<file path="config.mk">
export PLATFORM = sky130hd
export DESIGN_NAME = vdf_sq_ctrl
export DESIGN_NICKNAME = d
export VERILOG_FILES = /design/src/rtl/redun_mont_pkg.sv /design/src/rtl/vdf_sq_ctrl.sv
export SDC_FILE = /design/constraint.sdc
export NUM_CORES = 1
export LEC_CHECK = 0
export BUFFER_PORTS_ARGS = -buffer_cell sky130_fd_sc_hd__buf_2
export CAP_MARGIN = 30
export CORE_ASPECT_RATIO = 1.5
export CORE_MARGIN = 3
export CORE_UTILIZATION = 45
export CTS_CLUSTER_DIAMETER = 120
export CTS_CLUSTER_SIZE = 8
export DETAILED_ROUTE_END_ITERATION = 8
export PLACE_DENSITY_LB_ADDON = 0.3
export SLEW_MARGIN = 20
export SYNTH_ARGS = -nofsm -noshare
export SYNTH_HDL_FRONTEND = slang
export SYNTH_SLANG_ARGS = --single-unit
</file>
<file path="constraint.sdc">
create_clock -name clk -period 3.7 [get_ports clk]
set_clock_uncertainty 0.05 [all_clocks]
set_input_delay 0.37 -clock clk [delete_from_list [all_inputs] [get_ports clk]]
set_output_delay 0.37 -clock clk [all_outputs]
set_load 0.01 [all_outputs]
</file>
<file path="src/rtl/redun_mont_pkg.sv">
// Shared types for the redundant-form Montgomery squarer and its sequencer.
// Digits carry one spare bit so partial carries can stay unresolved.
package redun_mont_pkg;

    localparam int NUM_DIG = 4;
    localparam int DIG_W   = 16;
    localparam int VAL_W   = NUM_DIG * DIG_W;

    typedef logic [NUM_DIG-1:0][DIG_W:0] redun0_t;

    typedef enum logic [2:0] {
        IDLE,
        RESET,
        LOAD,
        RUN,
        DONE
    } vdf_ctrl_state_t;

    function automatic redun0_t to_redun(input logic [VAL_W-1:0] v);
        redun0_t r;
        for (int i = 0; i < NUM_DIG; i++) begin
            r[i] = {1'b0, v[i*DIG_W +: DIG_W]};
        end
        return r;
    endfunction

    // Carries are resolved modulo 2**VAL_W.
    function automatic logic [VAL_W-1:0] from_redun(input redun0_t r);
        logic [VAL_W-1:0] acc;
        acc = '0;
        for (int i = 0; i < NUM_DIG; i++) begin
            acc = acc + (VAL_W'(r[i]) << (i * DIG_W));
        end
        return acc;
    endfunction

endpackage

</file>
<file path="src/rtl/vdf_sq_ctrl.sv">
// Job sequencer for the redundant Montgomery squarer: seed, count T
// squarings, emit checkpoints, hand back the T-th result.
module vdf_sq_ctrl
    import redun_mont_pkg::*;
#(
    parameter int CNT_W    = 64,
    parameter int RST_HOLD = 16,
    parameter int CHK_LOG2 = 8
) (
    input  logic             clk,
    input  logic             rst,
    input  logic             i_start_val,
    output logic             o_start_rdy,
    input  redun0_t          i_start_sq,
    input  logic [CNT_W-1:0] i_start_t,
    input  logic             i_abort,
    output redun0_t          o_res,
    output logic             o_res_val,
    input  logic             i_res_rdy,
    output redun0_t          o_chk,
    output logic             o_chk_val,
    output logic             o_busy,
    output logic [CNT_W-1:0] o_iter,
    output logic             o_mont_rst,
    output redun0_t          o_mont_sq,
    output logic             o_mont_val,
    input  redun0_t          i_mont_mul,
    input  logic             i_mont_val
);

    localparam int HW = (RST_HOLD > 1) ? $clog2(RST_HOLD) : 1;
    localparam logic [HW-1:0] HOLD_INIT = HW'(RST_HOLD - 1);

    vdf_ctrl_state_t  state;
    logic [HW-1:0]    hold;
    redun0_t          seed;
    logic [CNT_W-1:0] t_cnt;
    logic [CNT_W-1:0] nxt;
    logic             chk_hit;
    logic             accept;

    assign nxt     = o_iter + CNT_W'(1);
    assign chk_hit = (nxt[CHK_LOG2-1:0] == '0);
    assign accept  = o_start_rdy & i_start_val & ~i_abort;

    always_ff @(posedge clk) begin
        if (rst) begin
            state       <= IDLE;
            hold        <= '0;
            seed        <= '0;
            t_cnt       <= '0;
            o_start_rdy <= 1'b0;
            o_res       <= '0;
            o_res_val   <= 1'b0;
            o_chk       <= '0;
            o_chk_val   <= 1'b0;
            o_busy      <= 1'b0;
            o_iter      <= '0;
            o_mont_rst  <= 1'b1;
            o_mont_sq   <= '0;
            o_mont_val  <= 1'b0;
        end else begin
            o_chk_val <= 1'b0;
            if (i_abort && state != IDLE) begin
                // Abort also drops a pending result or in-flight sample.
                state       <= IDLE;
                o_start_rdy <= 1'b1;
                o_res_val   <= 1'b0;
                o_busy      <= 1'b0;
                o_mont_rst  <= 1'b1;
                o_mont_sq   <= '0;
                o_mont_val  <= 1'b0;
            end else begin
                unique case (state)
                    IDLE: begin
                        if (accept) begin
                            seed        <= i_start_sq;
                            t_cnt       <= i_start_t;
                            o_iter      <= '0;
                            o_start_rdy <= 1'b0;
                            o_busy      <= 1'b1;
                            if (i_start_t == '0) begin
                                state     <= DONE;
                                o_res     <= i_start_sq;
                                o_res_val <= 1'b1;
                            end else begin
                                state <= RESET;
                                hold  <= HOLD_INIT;
                            end
                        end else begin
                            o_start_rdy <= 1'b1;
                        end
                    end
                    RESET: begin
                        if (hold == '0) begin
                            state      <= LOAD;
                            o_mont_rst <= 1'b0;
                            o_mont_val <= 1'b1;
                            o_mont_sq  <= seed;
                        end else begin
                            hold <= hold - HW'(1);
                        end
                    end
                    LOAD: begin
                        state      <= RUN;
                        o_mont_val <= 1'b0;
                        o_mont_sq  <= '0;
                    end
                    RUN: begin
                        if (i_mont_val) begin
                            o_iter <= nxt;
                            if (nxt == t_cnt) begin
                                state      <= DONE;
                                o_res      <= i_mont_mul;
                                o_res_val  <= 1'b1;
                                o_mont_rst <= 1'b1;
                            end else if (chk_hit) begin
                                o_chk     <= i_mont_mul;
                                o_chk_val <= 1'b1;
                            end
                        end
                    end
                    DONE: begin
                        if (i_res_rdy) begin
                            state       <= IDLE;
                            o_res_val   <= 1'b0;
                            o_busy      <= 1'b0;
                            o_start_rdy <= 1'b1;
                        end
                    end
                    default: begin
                        state <= IDLE;
                    end
                endcase
            end
        end
    end

endmodule
</file>
==> impl_metrics.py <==
metrics = {
    "global_route": {
        "grt_pass1_wl_um": 133000,
        "grt_util_met2_pct": 63.4,
        "grt_overflow_total": 0,
        "grt_pass1_vias": 22500,
        "use_met1_pct": 38.9,
        "grt_max_degree": 210,
        "top_usage_layer": "met2",
        "antenna_found_initial": 6,
        "grt_usage_pct": 36.8,
        "use_met3_pct": 7.08,
    },
    "critical_path": {
        "worstReg2RegStart": "o_iter[30]",
        "r2r_cells": 14,
        "crit_slowest_cell": "or4_4",
        "endpoint": "o_res[49]",
        "max_stage_delay_ns": 0.52,
        "cp.depth": 14,
        "r2r_end": "o_res[49]",
        "criticalPathCategory": "register to register",
        "crit_top_cell": "buf_4",
        "end_kind": "register",
        "cp_top_family": "compound AO/OA/AOI/OAI gates",
        "crit_fanout": 21,
        "arrival_ns": 4.25,
        "critical_path_required_ns": 4.12,
        "reg2reg_slack_ns": -0.14,
        "crit_buf_inv": 4,
        "crit_path_start": "o_iter[30]",
        "worstPathCellList": "buf_4 > and3_1 > buf_4 > nand4_1 > o21ai_2 > buf_4 > o31ai_1 > a2111o_1 > or4_4 > nor4_4 > nand3b_1 > a21bo_4 > buf_12 > a221oi_1",
        "startpoint_type": "register",
    },
    "synthesis": {
        "ys_seq_area_share_pct": 41.8,
        "synth_mux_area_share_pct": 3.86,
        "ys_seq_elements": 413,
        "avgSynthCellArea_um2": 7.75,
        "netlist_instances": 2552,
        "ys_warn_count": 0,
        "synth_top_family_by_area": "simple AND/OR/NAND/NOR gates",
        "synth.distinct_cells": 70,
        "synth_fa_ha_area_share_pct": 0.190,
        "syn_area_um2": 19800,
        "synthesis.nets": 2761,
        "synthSimpleGateAreaFrac_pct": 28.3,
        "async_reset_ff_share_pct": 0,
        "synth_xor_area_share_pct": 4.39,
        "synth_ff_type": "dfxtp_1",
        "synth_edf_count": 0,
        "synth_compound_area_share_pct": 15.4,
    },
    "floorplan": {
        "fp.dieArea_um2": 46500,
        "initial_utilization_pct": 45.8,
        "die_w_um": 177,
        "num_rows": 93,
        "die_h_um": 263,
        "fp.coreArea_um2": 43200,
        "io_pins": 480,
    },
    "timing": {
        "drv_slew": 0,
        "finalCritPeriodShare_pct": 104,
        "setup_viol": 39,
        "fmax_mhz": 261,
        "holdWs_ns": 0.0172,
        "worstMarginPinSlew_ns": 1.16,
        "timing.final.hold_violations": 0,
        "fin_crit_ns": 3.84,
        "rsz0062_at_grt": "true",
        "relSlewSlack_pct": 22.9,
        "worst_slack_ns": -0.135,
    },
    "clock_tree": {
        "cts_tree": "done",
        "cts-root-buf": "clkbuf_16",
        "clockBufferDepth": 3,
        "numCtsBuffers": 57,
        "clk_pin_slew_ns": 0.05,
        "htreeDepth": 2,
        "cts.sinks": 413,
        "clk_latency_ns": 0.59,
    },
    "finish": {
        "multi_input_area_um2": 11200,
        "area_delta_synth_final_pct": 44.3,
        "layout-drive-gt1-share_pct": 30.6,
        "nets": 3544,
        "final.fill_count": 3603,
        "finalNonFillerCells": 3913,
        "seqCellArea_um2": 8300,
    },
    "status": {
        "violations": "negative setup slack",
        "status": "finished with violations",
    },
    "drt": {
        "ant_nets": 0,
        "vias": 22900,
        "drc": 0,
        "vias_per_cell": 5.85,
        "wl_per_cell_um": 23.5,
        "drt_iter0_drc": 2017,
        "wl_um": 91900,
        "drt-pass1-iter-count": 6,
    },
    "power_and_ir_drop": {
        "peakVddDrop_v": 0.000356,
        "power.total_mw": 11.0,
        "power_density_nw_per_um2": 386,
        "p_leak_nw": 11.8,
    },
    "worst_hold_path": {
        "min_path_type": "input port to register",
    },
    "place": {
        "dp_cells": 3674,
        "pre_cts_ws_ns": -0.257,
        "dp.final_hpwl_um": 63600,
        "gp_congestion": 1.06,
        "io_buffers": 479,
    },
    "job": {
        "max_cap_viol_count": 0,
    },
}
## power by group
| group | internal (mW) | switching, mW | total, mW |
|---|---|---|---|
| registers | 4.60 | 0.117 | 4.72 |
| clock network | 2.74 | 1.92 | 4.66 |
| logic | 0.610 | 1.02 | 1.63 |
## worst register-to-register path, cell delays in order (launching register included)
cell	delay [ns]
dfxtp_2	0.34
buf_4	0.12
and3_1	0.17
buf_4	0.14
nand4_1	0.16
o21ai_2	0.23
buf_4	0.16
o31ai_1	0.08
a2111o_1	0.36
or4_4	0.52
nor4_4	0.28
nand3b_1	0.20
a21bo_4	0.33
buf_12	0.18
a221oi_1	0.41
## routing by layer
metal  vias up  part of all wire, %
met5         -                0.013
met4         2                  9.4
met3       390                  8.1
met2      1311                   49
met1     10800                   34
li1      10400                    -
## worst min-delay path by stage
stage,cells past startpoint,slack (ns),end,startpoint
3_3_place_gp,2,0.39,o_mont_sq[23],seed[23]
2_1_floorplan,2,0.38,o_mont_sq[0],seed[0]
5_1_grt,3,0.006,t_cnt[38],i_start_t[38]
4_1_cts,3,0.00005,o_chk[58],i_mont_mul[58]
3_5_place_dp,2,0.39,o_mont_sq[37],seed[37]
6_report,3,0.02,seed[56],i_start_sq[56]
## state kept, by name, summed over array words and instances (netlist names)
signal and count:
o_chk_val 1, o_busy 1, o_res_val 1, o_mont_rst 1, o_iter 64, o_res 68, o_mont_val 1, o_chk 68
o_start_rdy 1, o_mont_sq 68, t_cnt 64, hold 4, state 3, seed 68
## what timing repair did
item / CTS / global route
gates cloned: 2 / 5
hold buffers: 149 / 1
pin swaps: 15 / 44
buffers inserted: 5 / 11
setup endpoints to repair: 139 / 140
hold endpoints to repair: 149 / 1
gates resized for setup: 56 / 108
## stage by stage
step / cell area [um2] / utilization (%) / TNS (ns)
5_1_grt: 28500 / 66.1 / -12.57
2_1_floorplan: 19800 / - / 0
4_1_cts: 27700 / 64.3 / -0.0169
3_5_place_dp: 24400 / 56.5 / -20.55
6_report: 28500 / 66.1 / -1.35
3_3_place_gp: 24400 / 56.5 / -14.87
## placed cells by master, fill, tap and decap left out, types with 7 or more instances in the layout
| cell type | instances |
|---|---|
| a211oi_1 | 8 |
| nand3b_1 | 21 |
| buf_2 | 478 |
| nor4_1 | 37 |
| nand2b_1 | 8 |
| nand4_1 | 59 |
| nor4_4 | 10 |
| inv_1 | 81 |
| nand2_1 | 533 |
| and3_1 | 85 |
| dlygate4sd3_1 | 150 |
| xnor2_1 | 64 |
| mux2i_2 | 13 |
| nand3_1 | 113 |
| xor2_1 | 25 |
| nor2_1 | 171 |
| dfxtp_2 | 16 |
| dfxtp_1 | 393 |
| a221oi_1 | 24 |
| buf_12 | 14 |
| xnor2_2 | 7 |
| or4_4 | 10 |
| buf_4 | 280 |
| clkbuf_16 | 61 |
| o21ai_0 | 60 |
| nor3_1 | 23 |
| mux2i_1 | 57 |
| nor2b_1 | 7 |
| a221oi_2 | 40 |
| a21oi_1 | 286 |
| and2_1 | 8 |
| and4_1 | 11 |
| or3_1 | 22 |
## cell type report
cell class | instances | share of cell area [%]
sequential | 413 | 29.1
tap | 570 | 2.50
clock inverter | 3 | 0.228
timing repair buffer | 934 | 22.8
multi-input combinational | 1848 | 39.2
inverter | 81 | 1.07
antenna | 5 | 0.0439
clock buffer | 59 | 5.10
## logic make-up (layout without fill, tap and decap cells)
| group | Yosys count | in the layout |
|---|---|---|
| compound gates | 489 | 489 |
| xor+xnor | 99 | 99 |
| fa+ha+maj | 3 | 3 |
| buf+inv | 291 | 1077 |
| flops | 413 | 413 |
| mux | 76 | 76 |
| other cells | 0 | 5 |
| simple gates | 1181 | 1181 |
## synth_stat cells (all sizes together), types with 3 or more instances
library cell | count | area (um2)
a22oi | 3 | 22.5
and3 | 90 | 563
or2 | 5 | 31.3
a311oi | 5 | 43.8
mux2i | 74 | 741
a31oi | 8 | 50.1
ha | 3 | 37.5
nand3 | 120 | 601
nor3 | 29 | 145
and2 | 11 | 68.8
o31ai | 6 | 45.0
nor2 | 177 | 664
and4 | 17 | 149
a211oi | 9 | 67.6
o21bai | 3 | 22.5
dfxtp | 413 | 8270
clkbuf | 152 | 574
buf | 58 | 312
inv | 81 | 304
nand3b | 21 | 158
nand4 | 60 | 382
a21oi | 289 | 1450
xnor2 | 74 | 648
nand2 | 536 | 2010
xor2 | 25 | 219
or4 | 16 | 128
o21ai | 61 | 305
a221oi | 69 | 729
or3 | 23 | 144
o211ai | 5 | 37.5
nor4 | 53 | 378
nor2b | 7 | 43.8
o22a | 3 | 26.3
nand2b | 9 | 56.3
(Power assumes the default switching activity.)
